`src/rtl/alu_seq_pkg.sv`:
```
// Shared types and constants for the ALU command sequencer.
//   state_t    : sequencer FSM states
//   OP_*       : ALU opcode encodings driven on alu_sel
//   FLAG_*     : bit positions of {Z,C,V,S} in the flags vector
//   phase_of() : LED phase encoding for a given state
package alu_seq_pkg;

    typedef enum logic [2:0] {
        LOAD_A,
        LOAD_B,
        LOAD_OP,
        EXEC,
        SHOW
    } state_t;

    localparam logic [1:0] OP_ADD = 2'b00;
    localparam logic [1:0] OP_SUB = 2'b01;
    localparam logic [1:0] OP_AND = 2'b10;
    localparam logic [1:0] OP_OR  = 2'b11;

    localparam int unsigned FLAG_Z = 3;
    localparam int unsigned FLAG_C = 2;
    localparam int unsigned FLAG_V = 1;
    localparam int unsigned FLAG_S = 0;

    localparam int unsigned FLAGS_W = 4;
    localparam int unsigned PHASE_W = 3;
    localparam int unsigned CNT_W   = 4;

    // One-hot {LOAD_OP,LOAD_B,LOAD_A}; dark while executing or showing.
    function automatic logic [PHASE_W-1:0] phase_of(input state_t s);
        logic [PHASE_W-1:0] p;
        p = '0;
        case (s)
            LOAD_A:  p = 3'b001;
            LOAD_B:  p = 3'b010;
            LOAD_OP: p = 3'b100;
            default: p = '0;
        endcase
        return p;
    endfunction

endpackage

```
`src/rtl/btn_edge_sync.sv`:
```
// Push-button front end: multi-stage synchronizer followed by a registered
// rising-edge detector.
//   clk, rst : clock, synchronous active-high reset (clears the chain)
//   btn      : raw asynchronous button level
//   pulse    : one-cycle pulse per synchronized rising edge (registered)
module btn_edge_sync #(
    parameter int unsigned SYNC_STAGES = 2
) (
    input  logic clk,
    input  logic rst,
    input  logic btn,
    output logic pulse
);

    logic [SYNC_STAGES-1:0] sync;
    logic                   prev;

    // A held button produces a single pulse; it must drop for at least one
    // synchronized cycle before another pulse can occur.
    always_ff @(posedge clk) begin
        if (rst) begin
            sync  <= '0;
            prev  <= 1'b0;
            pulse <= 1'b0;
        end else begin
            sync  <= {sync[SYNC_STAGES-2:0], btn};
            prev  <= sync[SYNC_STAGES-1];
            pulse <= sync[SYNC_STAGES-1] & ~prev;
        end
    end

endmodule

```
`src/rtl/alu_cmd_sequencer.sv`:
```
// Operand/opcode entry sequencer in front of a combinational ALU.
//   clk, rst            : clock, synchronous active-high reset
//   sw                  : data switches, sampled on a btn_next pulse
//   btn_next, btn_clear : raw push buttons (advance / abort)
//   alu_a, alu_b        : registered operands to the ALU
//   alu_sel             : registered opcode to the ALU
//   alu_result/alu_flags: ALU outputs, captured after settling
//   result_q, flags_q   : captured result and {Z,C,V,S}
//   phase               : one-hot entry phase for LEDs, 000 in EXEC/SHOW
//   done                : one-cycle pulse on the first SHOW cycle
module alu_cmd_sequencer
    import alu_seq_pkg::*;
#(
    parameter int unsigned WIDTH         = 4,
    parameter int unsigned SEL_W         = 2,
    parameter int unsigned SETTLE_CYCLES = 1,
    parameter int unsigned SYNC_STAGES   = 2
) (
    input  logic               clk,
    input  logic               rst,
    input  logic [WIDTH-1:0]   sw,
    input  logic               btn_next,
    input  logic               btn_clear,
    output logic [WIDTH-1:0]   alu_a,
    output logic [WIDTH-1:0]   alu_b,
    output logic [SEL_W-1:0]   alu_sel,
    input  logic [WIDTH-1:0]   alu_result,
    input  logic [FLAGS_W-1:0] alu_flags,
    output logic [WIDTH-1:0]   result_q,
    output logic [FLAGS_W-1:0] flags_q,
    output logic [PHASE_W-1:0] phase,
    output logic               done
);

    localparam logic [CNT_W-1:0] SETTLE_LAST = CNT_W'(SETTLE_CYCLES - 1);

    logic             next_p;
    logic             clear_p;
    state_t           state;
    logic [CNT_W-1:0] cnt;

    btn_edge_sync #(.SYNC_STAGES(SYNC_STAGES)) u_next_sync (
        .clk   (clk),
        .rst   (rst),
        .btn   (btn_next),
        .pulse (next_p)
    );

    btn_edge_sync #(.SYNC_STAGES(SYNC_STAGES)) u_clear_sync (
        .clk   (clk),
        .rst   (rst),
        .btn   (btn_clear),
        .pulse (clear_p)
    );

    // Sequencer FSM; clear behaves like reset and takes priority over next.
    always_ff @(posedge clk) begin
        if (rst || clear_p) begin
            state    <= LOAD_A;
            alu_a    <= '0;
            alu_b    <= '0;
            alu_sel  <= '0;
            result_q <= '0;
            flags_q  <= '0;
            cnt      <= '0;
            phase    <= phase_of(LOAD_A);
            done     <= 1'b0;
        end else begin
            done <= 1'b0;
            case (state)
                LOAD_A: begin
                    if (next_p) begin
                        alu_a <= sw;
                        state <= LOAD_B;
                        phase <= phase_of(LOAD_B);
                    end
                end
                LOAD_B: begin
                    if (next_p) begin
                        alu_b <= sw;
                        state <= LOAD_OP;
                        phase <= phase_of(LOAD_OP);
                    end
                end
                LOAD_OP: begin
                    if (next_p) begin
                        alu_sel <= sw[SEL_W-1:0];
                        cnt     <= '0;
                        state   <= EXEC;
                        phase   <= phase_of(EXEC);
                    end
                end
                EXEC: begin
                    cnt <= cnt + CNT_W'(1);
                    if (cnt == SETTLE_LAST) begin
                        result_q <= alu_result;
                        flags_q  <= alu_flags;
                        state    <= SHOW;
                        phase    <= phase_of(SHOW);
                        done     <= 1'b1;
                    end
                end
                SHOW: begin
                    if (next_p) begin
                        state <= LOAD_A;
                        phase <= phase_of(LOAD_A);
                    end
                end
                default: begin
                    state <= LOAD_A;
                    phase <= phase_of(LOAD_A);
                end
            endcase
        end
    end

endmodule
```
`config.mk`:
```
export PLATFORM = sky130hd
export DESIGN_NAME = alu_cmd_sequencer
export DESIGN_NICKNAME = d
export VERILOG_FILES = /design/src/rtl/alu_seq_pkg.sv /design/src/rtl/btn_edge_sync.sv /design/src/rtl/alu_cmd_sequencer.sv
export SDC_FILE = /design/constraint.sdc
export NUM_CORES = 1
export LEC_CHECK = 0
export CAP_MARGIN = 10
export CORE_MARGIN = 2
export CORE_UTILIZATION = 44
export CTS_BUF_LIST = sky130_fd_sc_hd__clkbuf_8
export CTS_CLUSTER_SIZE = 10
export DETAILED_ROUTE_END_ITERATION = 12
export GPL_ROUTABILITY_DRIVEN = 0
export PLACE_DENSITY = 0.89
export SLEW_MARGIN = 30
export SYNTH_ARGS = -nofsm -noshare
export SYNTH_HDL_FRONTEND = slang
export SYNTH_SLANG_ARGS = --single-unit
```
`constraint.sdc`:
```
create_clock -name clk -period 1.6 [get_ports clk]
set_input_delay 0.32 -clock clk [delete_from_list [all_inputs] [get_ports clk]]
set_output_delay 0.32 -clock clk [all_outputs]
set_load 0.05 [all_outputs]
```
# Word-level counts from Yosys, hierarchy flattened
# Index checks and enable logic that the tools add are counted.
[totals]
ff_bits = 37
input_bits = 16
out_inout_bits = 22
wordCells = 53
[classes]
addsub = 1
eq_ne = 9
n_mux = 12
bitwise_logic = 5
n_reduce_logical = 11
[op_table]
columns = ["op", "count"]
rows = [
  ["$pmux 3 s5", 2],
  ["$mux 3", 7],
  ["$reduce_and 2->1", 5],
  ["$ne 2x1->1 const B", 4],
  ["$pmux 4 s2", 1],
  ["$eq 3x2->1 const B", 2],
  ["$reduce_and 5->1", 1],
  ["$add 4x1->4 const B", 1],
  ["$logic_not 4->1", 1],
  ["$mux 4", 1],
  ["$eq 3x1->1 const B", 1],
  ["$eq 3x3->1 const B", 1],
  ["$logic_not 3->1", 1],
  ["$not 1->1", 3],
  ["$and 1x1->1", 2],
  ["$ne 2x2->1 const B", 1],
  ["$reduce_bool 2->1", 1],
  ["$reduce_or 2->1", 1],
  ["$logic_or 1x1->1", 1],
  ["$mux 1", 1],
]

# Logic depth before layout (Yosys ltp)
[logic_depth]
word_depth = 3
ltp_mapped = 6
ltp_nobuf = 5

# By module
# From an unflattened synthesis, not the netlist that was laid out.
[hier_totals]
hier_cells = 156
area_unflattened_um2 = 1463.9
[by_module_without_submodules]
columns = ["mod", "n_inst", "cells_per_inst", "area_per_inst_um2", "seq_area_each_um2"]
rows = [
  ["alu_cmd_sequencer", 1, 140, 1241.2, 580.6],
  ["btn_edge_sync", 2, 8, 111.4, 80.1],
]

# Worst setup path before layout
# Ideal clock, no wire load.
[synth_path]
path_kind = "register to register"
startpoint = "reg cnt[0]"
endpoint = "reg phase[0]"
setup_time_ns = 0.143
t_arrival_ns = 1.338
required_ns = 1.457
path_slack_ns = 0.119
stages_incl_launch_ff = 7
n_path_buf = 1
period_less_slack_ns = 1.481
path_cell_list = "dfxtp_1 inv_1 ha_1 or3b_1 buf_2 a211oi_2 o221ai_1"
[synth_via]
elab_chain_cells = 3
[synth_lines]
columns = ["item", "line_no", "source"]
rows = [
  ["from (decl)", "alu_cmd_sequencer.sv:40", "logic [CNT_W-1:0] cnt;"],
  ["from (signal assigned)", "alu_cmd_sequencer.sv:94", "cnt <= cnt + CNT_W'(1);"],
  ["$logic_not 4->1", "alu_cmd_sequencer.sv:95", "if (cnt == SETTLE_LAST) begin"],
  ["$ne 2x2->1 (no source line)", "-", ""],
  ["$reduce_and 5->1 (no source line)", "-", ""],
  ["to (signal assigned)", "alu_cmd_sequencer.sv:90", "phase <= phase_of(EXEC);"],
  ["to (signal assigned)", "alu_cmd_sequencer.sv:99", "phase <= phase_of(SHOW);"],
  ["to (signal assigned)", "alu_cmd_sequencer.sv:106", "phase <= phase_of(LOAD_A);"],
  ["to (decl)", "alu_cmd_sequencer.sv:31", "output logic [PHASE_W-1:0] phase,"],
]
# Every way passes these cells.
# A chain may end at the register's enable or synchronous reset.

# Worst setup path after layout
# Ends and elaborated chain as after synthesis.

==> out/summary.txt <==
Max VDD drop = 0.000515 V
Final setup viols = 0
Worst setup EP type = flip-flop
Slew Viols, Final = 0
Synth Area in Compound Gates = 0.124
startpoint types = flip-flop
I/O pins = 38
skew final = 0.00782 ns
Flop pwr share = 0.561
Sequential Area = 741 µm²
Worst R2R Setup Slack = 0.09 ns
most frequent cells in the layout = 37 x dfxtp_1, 32 x buf_4, 16 x a21oi_1
Tot Pwr = 1.67 mW
num rows = 20
ANT nets after route = 0
setup TNS = 0 ns
XOR/XNOR Fraction of Synth Area = 0.00613
Worst R2R Path Depth = 5
vias in the first global route = 1,140
RSZ-0062 raised after global routing = false
yosys warns = 0
Combinational Power Share = 0.059
Skew-Pair Late Insertion Delay = 0.29 ns
final net count = 213
R2R Path End = phase[0]$_SDFFE_PP1P_
CTS buffer count = 5
syn avg cell area = 9.45 µm²
initial antenna violation count = 0
vias = 1,201
Syn Std Cell Area = 1430 µm²
Max Buffers Root-to-Sink = 2
crit-path max cell delay = 0.38 ns
multi-input logic area = 622 µm²
Starting Density = 0.464
P_int = 1.29 mW
mux cell area share after synthesis = 0.0561
simple-gate area share of the yosys netlist = 0.231
outcome = finished clean
min Tclk post-route = 1.51 ns
area delta synth->final = 33.8%
hold path depth = 1
first-pass GRT wire length = 4960 µm
# DRC = 0
slew of the pin with the lowest slew margin = 0.461 ns
P_sw = 0.389 mW
Die Ht = 61.0 µm
Root Driver = clkbuf_8
ant diodes = 0
Die W = 61.0 µm
# H-tree levels = 2
Slew HR = 0.691
largest net degree at the start of global routing = 14
Hold Path Class = reg2reg
syn_nets = 169
Worst Hold Path EP = u_next_sync.pulse$_SDFF_PP0_
Sink Count = 37
combinational family with the most area after synthesis = simple AND/OR/NAND/NOR gates
clock share of power = 0.380
First-pass DRT Iterations = 4
post-CTS setup buffer count = 0
routed wire length = 3040 µm
CTS clk-pin slew, worst paths = 0.07 ns
slowest cell on the critical path = or3b_1
port bufs = 37
switch share = 0.232
CP cell instances = inv_1 -> ha_1 -> or3b_1 -> a211oi_2 -> o221ai_1
Synth cell types = 33
worst path bufs/invs = 1
drt wl/cell = 12.7 µm
Crit Path Category = reg2reg
# Max-Cap Violations = 0
final hold violations = 0
critical path data arrival time = 1.67 ns
Post-Syn Instances = 151
Pwr per Cell Area = 877 nW/µm²
Die Area = 3720 µm²
Seq/Total Area, Yosys = 0.519
FMAX = 0.661 GHz
WP data required = 1.76 ns
most common cell after layout, fill and taps aside = dfxtp_1
CP Max Fanout = 4
synthesis-stage register bit count = 37
total track usage = 0.186
CTS tree = built
hold wc startpoint = u_next_sync.prev$_SDFF_PP0_
total global routing overflow = 0
filler instances = 285
leakage power = 0.734 nW
largest delay contributor family on the critical path = compound AO/OA/AOI/OAI gates
share of cells above drive strength 1 = 0.224
Starting DRT DRC Count = 81
vias per cell = 5.00
Post-DP HPWL = 2200 µm
Core Box Area = 3080 µm²
Tcrit/Tclk final = 0.946
Post-Synth Adder-Cell Area = 0.0175
Crit Reg-Reg Startpoint = cnt[0]$_SDFFE_PP0P_
## kinds of logic (layout without fill, tap and decap cells)
| logic type | count (synthesis) | after routing |
|---|---|---|
| XOR/XNOR | 1 | 1 |
| AO/OA/AOI/OAI | 32 | 32 |
| multiplexers | 8 | 8 |
| AND/OR/NAND/NOR | 57 | 57 |
| buffers and inverters | 14 | 59 |
| adder cells (fa/ha/maj) | 2 | 2 |
| flip-flops | 37 | 37 |
## synthesized netlist by cell type (all sizes together)
master | n | area (µm²)
and3 | 1 | 6.26
nor4bb | 1 | 10.0
nor2 | 11 | 41.3
clkbuf | 2 | 7.51
ha | 2 | 25.0
nand3 | 11 | 55.1
nor2b | 8 | 50.1
and3b | 1 | 8.76
dfxtp | 37 | 741
nor3 | 2 | 10.0
or3 | 1 | 6.26
nor3b | 1 | 12.5
xor2 | 1 | 8.76
nand3b | 1 | 7.51
mux2i | 8 | 80.1
nand2 | 12 | 45.0
nand4b | 1 | 8.76
or2 | 1 | 6.26
o21ai | 11 | 55.1
a211oi | 2 | 20.0
and4bb | 1 | 12.5
buf | 8 | 42.5
inv | 4 | 15.0
o211ai | 1 | 7.51
nand4bb | 1 | 11.3
or3b | 1 | 8.76
a31oi | 1 | 6.26
nor4 | 1 | 6.26
o221ai | 1 | 8.76
a21oi | 16 | 80.1
nor4b | 1 | 23.8
## per-stage QoR
step | worst slack, ns | hold WS, ns | util | cells | cell area, µm²
final | 0.0867 | 0.393 | 0.621 | 240 | 1910
after global routing | 0.00230 | 0.413 | 0.621 | 240 | 1910
after CTS | 0.0776 | 0.386 | 0.621 | 240 | 1910
after detailed placement | 0.0625 | 0.376 | 0.592 | 232 | 1820
after global placement | 0.0900 | 0.371 | 0.592 | 232 | 1820
after floorplan | 0.119 | 0.367 | - | 151 | 1430
## how the worst max path moves through the flow
| stage | cells past startpoint | endpoint | slack (ns) | startpoint |
|---|---|---|---|---|
| floorplan | 6 | phase[0]$_SDFFE_PP1P_ | 0.12 | cnt[0]$_SDFFE_PP0P_ |
| global placement | 4 | result_q[3]$_SDFFE_PP0P_ | 0.09 | rst |
| detailed placement | 4 | result_q[0]$_SDFFE_PP0P_ | 0.06 | rst |
| CTS | 6 | result_q[1]$_SDFFE_PP0P_ | 0.08 | cnt[0]$_SDFFE_PP0P_ |
| global route | 6 | flags_q[2]$_SDFFE_PP0P_ | 0.002 | cnt[0]$_SDFFE_PP0P_ |
| finish | 5 | phase[0]$_SDFFE_PP1P_ | 0.09 | cnt[0]$_SDFFE_PP0P_ |
## per-layer routing
layer | vias to the layer above | track usage | routed length [µm]
met5 | - | 0 | 0
met3 | 5 | 0.0682 | 215
li1 | 612 | - | -
met2 | 48 | 0.312 | 1430
met4 | 0 | 0.0932 | 46
met1 | 536 | 0.208 | 1350
## registers in the layout, indices dropped and copies added, names as in the netlist, 2 cells and up
name	flops
alu_a	4
alu_b	4
alu_sel	2
cnt	4
flags_q	4
phase	3
result_q	4
state	3
u_clear_sync.sync	2
u_next_sync.sync	2
## repair_timing
| action | 4_1_cts | 5_1_grt |
|---|---|---|
| endpoints found under the setup margin | 0 | 5 |
| gates resized for setup | 0 | 5 |
| endpoints found under the hold margin | 0 | 0 |
| hold buffers | 0 | 0 |
## power groups by stage
stage,registers [mW],clock network [mW],logic [mW]
after floorplan,0.969,0,0.0334
after global placement,0.961,0,0.0977
after detailed placement,0.961,0,0.0987
after CTS,0.940,0.654,0.0993
after global routing,0.941,0.695,0.105
final,0.940,0.636,0.0988
## cell type report
type | count | area share
Sequential cell | 37 | 0.388
Inverter | 4 | 0.00786
Clock inverter | 3 | 0.00982
Clock buffer | 5 | 0.0360
Timing Repair Buffer | 47 | 0.204
Multi-Input combinational cell | 100 | 0.325
Tap cell | 44 | 0.0288
(Power assumes the default switching activity.)
